<file path="src/rtl/lmdpl_pkg.sv">
// Shared definitions for the LMDPL dual-rail receive path: FSM states and
// bit positions within the sticky error vector.
package lmdpl_pkg;

    typedef enum logic [1:0] {
        WAIT_PRE = 2'd0,
        PRE      = 2'd1,
        EVAL     = 2'd2
    } lmdpl_state_e;

    localparam int ERR_PRE     = 0;
    localparam int ERR_DUAL    = 1;
    localparam int ERR_TIMEOUT = 2;
    localparam int ERR_OVF     = 3;
    localparam int ERR_W       = 4;

endpackage

</file>
<file path="src/rtl/lmdpl_rail_check.sv">
// Combinational validity summary of a registered dual-rail vector.
// A pair is complete when exactly one rail is high, invalid when both are
// high, and precharged when both are low.
module lmdpl_rail_check #(
    parameter int WIDTH = 4
) (
    input  logic [WIDTH-1:0] qm_r,
    input  logic [WIDTH-1:0] qmb_r,
    output logic             all_complete,
    output logic             any_both,
    output logic             all_zero
);

    logic [WIDTH-1:0] complete_v;
    logic [WIDTH-1:0] both_v;
    logic [WIDTH-1:0] zero_v;

    genvar gi;
    generate
        for (gi = 0; gi < WIDTH; gi++) begin : g_pair
            assign complete_v[gi] = qm_r[gi] ^ qmb_r[gi];
            assign both_v[gi]     = qm_r[gi] & qmb_r[gi];
            assign zero_v[gi]     = ~(qm_r[gi] | qmb_r[gi]);
        end
    endgenerate

    assign all_complete = &complete_v;
    assign any_both     = |both_v;
    assign all_zero     = &zero_v;

endmodule

</file>
<file path="src/rtl/lmdpl_dualrail_unmask.sv">
// Receive side of an LMDPL gate datapath: registers the masked dual-rail
// outputs, tracks the precharge/evaluate phase, checks rail validity and
// hands the unmasked word to single-rail logic over valid/ready.
module lmdpl_dualrail_unmask
    import lmdpl_pkg::*;
#(
    parameter int WIDTH   = 4,
    parameter int TIMEOUT = 15
) (
    input  logic             clk,
    input  logic             rst,
    input  logic             precharge,
    input  logic [WIDTH-1:0] q_m,
    input  logic [WIDTH-1:0] q_m_bar,
    input  logic [WIDTH-1:0] m_out,
    output logic [WIDTH-1:0] out_data,
    output logic             out_valid,
    input  logic             out_ready,
    output logic [ERR_W-1:0] err,
    input  logic             err_clr
);

    localparam int               CNT_W   = $clog2(TIMEOUT + 1);
    localparam logic [CNT_W-1:0] CNT_MAX = CNT_W'(TIMEOUT);

    // Input stage: every decision is made on these registered copies.
    logic             pre_r;
    logic [WIDTH-1:0] qm_r;
    logic [WIDTH-1:0] qmb_r;
    logic [WIDTH-1:0] m_r;

    lmdpl_state_e     state_reg;
    logic [CNT_W-1:0] cnt_reg;
    logic [WIDTH-1:0] mask_reg;
    logic [WIDTH-1:0] out_data_reg;
    logic             out_valid_reg;
    logic [ERR_W-1:0] err_reg;

    logic all_complete;
    logic any_both;
    logic all_zero;

    // Register the phase, both rail vectors and the mask side by side so the
    // mask latched later is the one present when precharge was sampled low.
    always_ff @(posedge clk) begin
        if (rst) begin
            pre_r <= 1'b0;
            qm_r  <= '0;
            qmb_r <= '0;
            m_r   <= '0;
        end else begin
            pre_r <= precharge;
            qm_r  <= q_m;
            qmb_r <= q_m_bar;
            m_r   <= m_out;
        end
    end

    lmdpl_rail_check #(
        .WIDTH(WIDTH)
    ) u_rail_check (
        .qm_r        (qm_r),
        .qmb_r       (qmb_r),
        .all_complete(all_complete),
        .any_both    (any_both),
        .all_zero    (all_zero)
    );

    // Phase FSM, evaluate watchdog, mask latch, result register and sticky
    // errors. Later nonblocking writes to err_reg bits override the clear so
    // that an error arriving together with err_clr is kept.
    always_ff @(posedge clk) begin
        if (rst) begin
            state_reg     <= WAIT_PRE;
            cnt_reg       <= '0;
            mask_reg      <= '0;
            out_data_reg  <= '0;
            out_valid_reg <= 1'b0;
            err_reg       <= '0;
        end else begin
            if (err_clr) begin
                err_reg <= '0;
            end
            if (out_valid_reg && out_ready) begin
                out_valid_reg <= 1'b0;
            end

            case (state_reg)
                WAIT_PRE: begin
                    if (pre_r) begin
                        state_reg <= PRE;
                    end
                end

                PRE: begin
                    // Rails are only required to be discharged while the
                    // phase is still precharge; the first evaluate sample may
                    // already carry data.
                    if (pre_r) begin
                        if (!all_zero) begin
                            err_reg[ERR_PRE] <= 1'b1;
                        end
                    end else begin
                        state_reg <= EVAL;
                        cnt_reg   <= '0;
                        mask_reg  <= m_r;
                    end
                end

                EVAL: begin
                    if (pre_r) begin
                        err_reg[ERR_TIMEOUT] <= 1'b1;
                        state_reg            <= PRE;
                    end else if (any_both) begin
                        err_reg[ERR_DUAL] <= 1'b1;
                        state_reg         <= WAIT_PRE;
                    end else if (all_complete) begin
                        state_reg <= WAIT_PRE;
                        // The unmasked word only ever exists in out_data_reg.
                        if (!out_valid_reg || out_ready) begin
                            out_data_reg  <= qm_r ^ mask_reg;
                            out_valid_reg <= 1'b1;
                        end else begin
                            err_reg[ERR_OVF] <= 1'b1;
                        end
                    end else if (cnt_reg == CNT_MAX) begin
                        err_reg[ERR_TIMEOUT] <= 1'b1;
                        state_reg            <= WAIT_PRE;
                    end else begin
                        cnt_reg <= cnt_reg + 1'b1;
                    end
                end

                default: begin
                    state_reg <= WAIT_PRE;
                end
            endcase
        end
    end

    assign out_data  = out_data_reg;
    assign out_valid = out_valid_reg;
    assign err       = err_reg;

endmodule

</file>
<file path="config.mk">
export PLATFORM = sky130hd
export DESIGN_NAME = lmdpl_dualrail_unmask
export DESIGN_NICKNAME = d
export VERILOG_FILES = /design/src/rtl/lmdpl_pkg.sv /design/src/rtl/lmdpl_rail_check.sv /design/src/rtl/lmdpl_dualrail_unmask.sv
export SDC_FILE = /design/constraint.sdc
export NUM_CORES = 1
export LEC_CHECK = 0
export BUFFER_PORTS_ARGS = -buffer_cell sky130_fd_sc_hd__buf_2
export CELL_PAD_IN_SITES_DETAIL_PLACEMENT = 1
export CELL_PAD_IN_SITES_GLOBAL_PLACEMENT = 1
export CORE_ASPECT_RATIO = 0.6
export CORE_MARGIN = 2
export CORE_UTILIZATION = 40
export CTS_CLUSTER_SIZE = 12
export DETAILED_ROUTE_END_ITERATION = 8
export GPL_TIMING_DRIVEN = 0
export PLACE_DENSITY_LB_ADDON = 0.1
export SKIP_LAST_GASP = 1
export SYNTH_ARGS = -nofsm -noshare
export SYNTH_HDL_FRONTEND = slang
export SYNTH_HIERARCHICAL = 1
export SYNTH_SLANG_ARGS = --single-unit
export TNS_END_PERCENT = 30
</file>
<file path="constraint.sdc">
create_clock -name clk -period 2.85 [get_ports clk]
set_input_delay 0.57 -clock clk [delete_from_list [all_inputs] [get_ports clk]]
set_output_delay 0.57 -clock clk [all_outputs]
set_load 0.1 [all_outputs]
</file>
==> metrics, run 1 <==
# setup viols final 0; CP delay by family, top simple AND/OR/NAND/NOR gates; number of max-cap violations 0; routed via count 1,076; reg2reg start qm_r[1]; Routed Wire Length 3.20 mm; DR iter-0 viols 49; Root Driver clkbuf_8; type of the worst setup path reg -> reg; DR WL/cell 14.8 um; Leakage 0.663 nW; Cell Rows 16; Worst setup EP type flop; reg2reg end cnt_reg[1]; outcome finished, final reports clean; Crit-path slowest cell or4_1; Clock Latency Late Sink 0.28 ns; FF+latch count, synth 32; clk buf depth 2; CP Max Fanout 6; depth of the worst hold-timing path 2; CTS tree yes; DP HPWL 2.34 mm; Post-Layout Cell Count 216; Critical Path Start Type flop; HP Class reg -> reg; Yosys cell types 32; Slew HR 46.9%; grt total ovfl 0; layout cells sized above 1 19.9%; final period utilization 89.0%; Worst R2R Setup Slack 0.31 ns; initial core utilization 41.2%; area leader, netlist dfxtp_1; number of global-route vias before repair 1,060; DRT Pass-1 Iters 4; biggest cell delay along the critical path 0.63 ns; Final ANT Viol Nets 0; syn_area_per_cell 9.62 sq um; initial antenna violation count 0; first-pass GRT wire length 5.18 mm; Yosys warning count 6; post-synth top area share 48.3%; R2R depth 5; worst slew pin tran 0.795 ns; Netlist Area Pre-Place 1330 sq um; Power Density 555 nW/um^2; port bufs 25; Worst Hold End mask_reg[2]; Synth area leaders dfxtp_1 (48%), ha_1 (8.5%), nor2b_1 (6.1%); DIE WIDTH 78.4 um; Setup Skew 0.00914 ns; cells along the critical path ha_1 -> or4_1 -> or4b_4 -> or3_1 -> a41o_1; final hold viol count 0; fin util 49.8%; Inserted Diodes 0; syn_nets 164; Avg Vias per Cell 4.98; GPL Wtd Cong 0.829; nets@finish 196; placed instance count 208; unrepaired setup endpoints after global routing no; final worst path period need 2.54 ns; Slew Viols, Final 0; largest net degree at the start of global routing 11; total core area 3220 sq um; clk sink count 32; cts bufs inserted 5; Worst Path Buf+Inv 0; Critical Path RT 3.02 ns; postcts setup bufs 0; Die Y 48.6 um; hold bufs inserted after CTS 0; Seq/Total Area, Yosys 48.3%; die area 3810 sq um; IO Pins 26; Worst-path clk slew 0.06 ns; FMAX 394 MHz; maximum VDD drop 0.266 mV; min-delay src m_r[2]; P&R area growth vs syn 20.9%; cells after synthesis 138; Total GRT Usage 18.1%; number of remaining DRC errors 0; worst path arrival time 2.71 ns; Total Neg Setup Slack 0 ns; H-Tree Depth 2
==> worst reg2reg max path, stage by stage, from the launching register on <==
cell,delay [ns]
dfxtp_1,0.34
ha_1,0.22
or4_1,0.63
or4b_4,0.60
or3_1,0.40
a41o_1,0.25
==> worst max-delay path by stage <==
stage | end | slack, ns | depth (start not counted) | from
finish | cnt_reg[1] | 0.31 | 5 | qm_r[1]
global route | cnt_reg[1] | 0.24 | 5 | qm_r[1]
CTS | out_data[0] | 0.09 | 5 | qm_r[1]
detailed placement | out_data[0] | 0.18 | 5 | qm_r[1]
global placement | out_data[0] | 0.22 | 5 | qm_r[1]
floorplan | cnt_reg[1] | 0.51 | 5 | qm_r[1]
==> power breakdown <==
group	total [mW]	internal [mW]	leakage, nW	switching (mW)
clock	0.358	0.197	0.0455	0.161
sequential	0.471	0.460	0.262	0.0107
combinational	0.0629	0.0274	0.356	0.0354
total	0.892	0.684	0.663	0.207
==> cells in the mapped netlist (all sizes together) <==
master  count
or4b        1
and2b       1
dfxtp      32
a211oi      5
nor2b      13
inv        11
a41oi       1
nand2      11
a41o        1
and3        2
nand2b      2
o311ai      1
nor4        3
xnor2       4
or3b        1
nand3       4
a22oi       1
nor3b       1
nor4b       1
a31oi       4
nor4bb      1
or3         2
clkbuf      5
nor2        2
mux2i       1
ha          9
or4         2
nand3b      1
nand4b      1
nor3        1
a21oi      11
and4        2
==> per-layer routing <==
layer	track usage [%]	up-vias	wire length, um
met1	25.4	501	1720
met5	0	-	0
met2	26.3	23	1310
met4	6.14	0	20
met3	5.97	3	144
li1	-	549	-
==> logic make-up (layout without fill, tap and decap cells) <==
kind of cell    Yosys count  count (layout)  synth area share [%]
fa+ha+maj                 9               9                  8.48
mux                       1               1                 0.754
xor+xnor                  4               4                  2.64
flops                    32              32                  48.3
compound gates           24              24                  11.5
simple gates             52              52                  23.8
buf+inv                  16              49                  4.52
==> area by class of cell <==
class	count	area (sq um)
Buffer	5	18.8
Clock buffer	8	90.1
Fill cell	387	1620
Inverter	11	41.3
Multi-Input combinational cell	90	633
Sequential cell	32	641
Tap cell	45	56.3
Timing Repair Buffer	25	125
==> per-stage QoR <==
stage               area, sq um  hold WS, ns  total power, mW  setup slack (ns)
floorplan                  1330        0.417            0.516             0.513
global placement           1510        0.434            0.540             0.218
detailed placement         1510        0.434            0.543             0.181
CTS                        1600        0.438            0.898            0.0907
global route               1610        0.465            0.927             0.240
finish                     1610        0.434            0.892             0.314
==> cell usage in the layout (no fill, tap or decap), drive strengths merged, types with 3 or more instances in the layout <==
| cell type | instances |
|---|---|
| a31oi | 4 |
| xnor2 | 4 |
| a21oi | 11 |
| ha | 9 |
| nand3 | 4 |
| clkbuf | 13 |
| a211oi | 5 |
| nor4 | 3 |
| buf | 25 |
| nor2b | 13 |
| dfxtp | 32 |
| nand2 | 11 |
| inv | 11 |
==> timing repair <==
item / CTS / global route
setup endpoints to repair: 0 / 4
resized for setup: 0 / 1
hold endpoints to repair: 0 / 0
Note: power is estimated with default switching activity, not from simulation.
==> run 2, diff against run 1 <==
--- a/config.mk
+++ b/config.mk
@@ -10,7 +10,7 @@
 export CELL_PAD_IN_SITES_GLOBAL_PLACEMENT = 1
 export CORE_ASPECT_RATIO = 0.6
 export CORE_MARGIN = 2
-export CORE_UTILIZATION = 40
+export CORE_UTILIZATION = 36
 export CTS_CLUSTER_SIZE = 12
 export DETAILED_ROUTE_END_ITERATION = 8
 export GPL_TIMING_DRIVEN = 0
==> constraint.sdc (replaced) <==
create_clock -name clk -period 2.19 [get_ports clk]
set_input_delay 0.438 -clock clk [delete_from_list [all_inputs] [get_ports clk]]
set_output_delay 0.438 -clock clk [all_outputs]
set_load 0.1 [all_outputs]
==> metrics, run 2 (synthesis results as in run 1) <==
Inserted Diodes 0; unrepaired setup endpoints after global routing yes; Power Density 778 nW/um^2; reg2reg end cnt_reg[0]; die area 4210 sq um; first-pass GRT wire length 5.33 mm; final hold viol count 0; Crit. Startpoint qm_r[0]; Worst Setup Slack, final -0.116 ns; number of remaining DRC errors 0; Final ANT Viol Nets 0; GR Util met1 25.0%; number of global-route vias before repair 1,049; reg2reg start qm_r[0]; GPL Wtd Cong 0.749; initial antenna violation count 0; P&R area growth vs syn 28.9%; Avg Vias per Cell 5.06; violations in the final reports negative setup slack; maximum VDD drop 0.440 mV; Power Total 1.33 mW; DP HPWL 2.57 mm; total core area 3590 sq um; final period utilization 105%; post-route cell area 1710 sq um; Die Y 51.0 um; initial core utilization 36.9%; Routed Wire Length 3.42 mm; HP Class in -> reg; min-delay src m_out[1]; Worst R2R Setup Slack -0.12 ns; DR iter-0 viols 35; Cell Rows 17; Fill cells 436; grt total ovfl 0; hold bufs inserted after CTS 0; grt met3 use 7.95%; port bufs 25; Critical Path Start Type flop; FMAX 434 MHz; Worst-path clk slew 0.07 ns; CP Max Fanout 6; clk buf depth 2; Cell Area, Placed 1520 sq um; commonest non-fill, non-tap cell in the layout dfxtp_1; cts bufs inserted 5; H-Tree Depth 2; Setup Skew 0.00652 ns; largest net degree at the start of global routing 11; clk sink count 32; crit path to cnt_reg[0]; Root Driver clkbuf_8; worst path arrival time 2.53 ns; Post-Layout Cell Count 224; # setup viols final 4; Leakage 0.715 nW; nets@finish 202; routed via count 1,133; DRT Pass-1 Iters 4; hold slack 0.356 ns; most frequent cells in the layout dfxtp_1 (29), buf_2 (25), nor2b_1 (13); type of the worst setup path reg -> reg; DR WL/cell 15.3 um; R2R depth 5; final worst path period need 2.31 ns; Critical Path RT 2.41 ns; Worst setup EP type flop; worst slew pin tran 0.785 ns; number of max-cap violations 0; Clock Latency Late Sink 0.29 ns; outcome finished, violations left; GRT busiest layer met1; Total GRT Usage 17.9%; DIE WIDTH 82.4 um; CTS tree yes; met2 Use GR 24.9%; layout cells sized above 1 26.6%; Slew HR 47.5%; placed instance count 210; IO Pins 26; Slew Viols, Final 0
==> run 2: cell types whose count changed in the layout (fill, tap and decap cells not counted), sizes merged <==
cell,previous run,this run
buf,25,31
bufinv,0,1
clkbuf,13,12
==> run 2: how the worst min path moves through the flow <==
| stage | to | slack (ns) | cells after the start |
|---|---|---|---|
| after floorplan | mask_reg[0] | 0.42 | 2 |
| after global placement | mask_reg[0] | 0.43 | 2 |
| after detailed placement | mask_reg[0] | 0.44 | 2 |
| after CTS | m_r[1] | 0.35 | 2 |
| after global routing | qmb_r[3] | 0.35 | 2 |
| final | m_r[1] | 0.36 | 2 |
==> run 2: timing repair <==
action                     in CTS  in global routing
setup endpoints to repair      10                  8
setup buffers                   2                  4
resized for setup               3                  3
pin swaps                       3                  4
==> run 2: metrics by stage <==
step	TNS [ns]	utilization (%)	setup WS (ns)
after floorplan	-0.355	-	-0.0657
after global placement	-2.48	42.2	-0.390
after detailed placement	-2.66	42.2	-0.450
after CTS	-0.485	46.3	-0.145
after global routing	-0.507	47.6	-0.159
final	-0.230	47.6	-0.116
==> run 2: area by class of cell <==
| class | count | area, sq um | share of cell area (%) |
|---|---|---|---|
| Timing Repair Buffer | 31 | 170 | 9.94 |
| Tap cell | 47 | 58.8 | 3.44 |
| Inverter | 11 | 41.3 | 2.41 |
| Sequential cell | 32 | 644 | 37.6 |
| Clock buffer | 7 | 96.3 | 5.63 |
| Clock inverter | 1 | 30.0 | 1.75 |
| Multi-Input combinational cell | 90 | 652 | 38.1 |
| Buffer | 5 | 18.8 | 1.10 |
==> run 2: worst max-delay path, stage by stage, from the launching register on <==
cell and delay, ns:
dfxtp_2 0.33, ha_1 0.21, or4_4 0.56, or4b_4 0.54, or4_1 0.48, a21oi_1 0.13
==> run 2: power breakdown <==
group | total (mW) | internal, mW | leakage (nW) | switching (mW)
logic | 0.0950 | 0.0450 | 0.388 | 0.0500
clock network | 0.622 | 0.401 | 0.0645 | 0.221
registers | 0.614 | 0.599 | 0.263 | 0.0142
total | 1.33 | 1.05 | 0.715 | 0.285
==> run 2: routing by layer <==
| layer | routed length, um | share of wire (%) | up-vias |
|---|---|---|---|
| met5 | 0 | 0 | - |
| met4 | 27 | 0.79 | 0 |
| met1 | 1770 | 52 | 543 |
| met2 | 1450 | 42 | 27 |
| li1 | - | - | 559 |
| met3 | 176 | 5.1 | 4 |
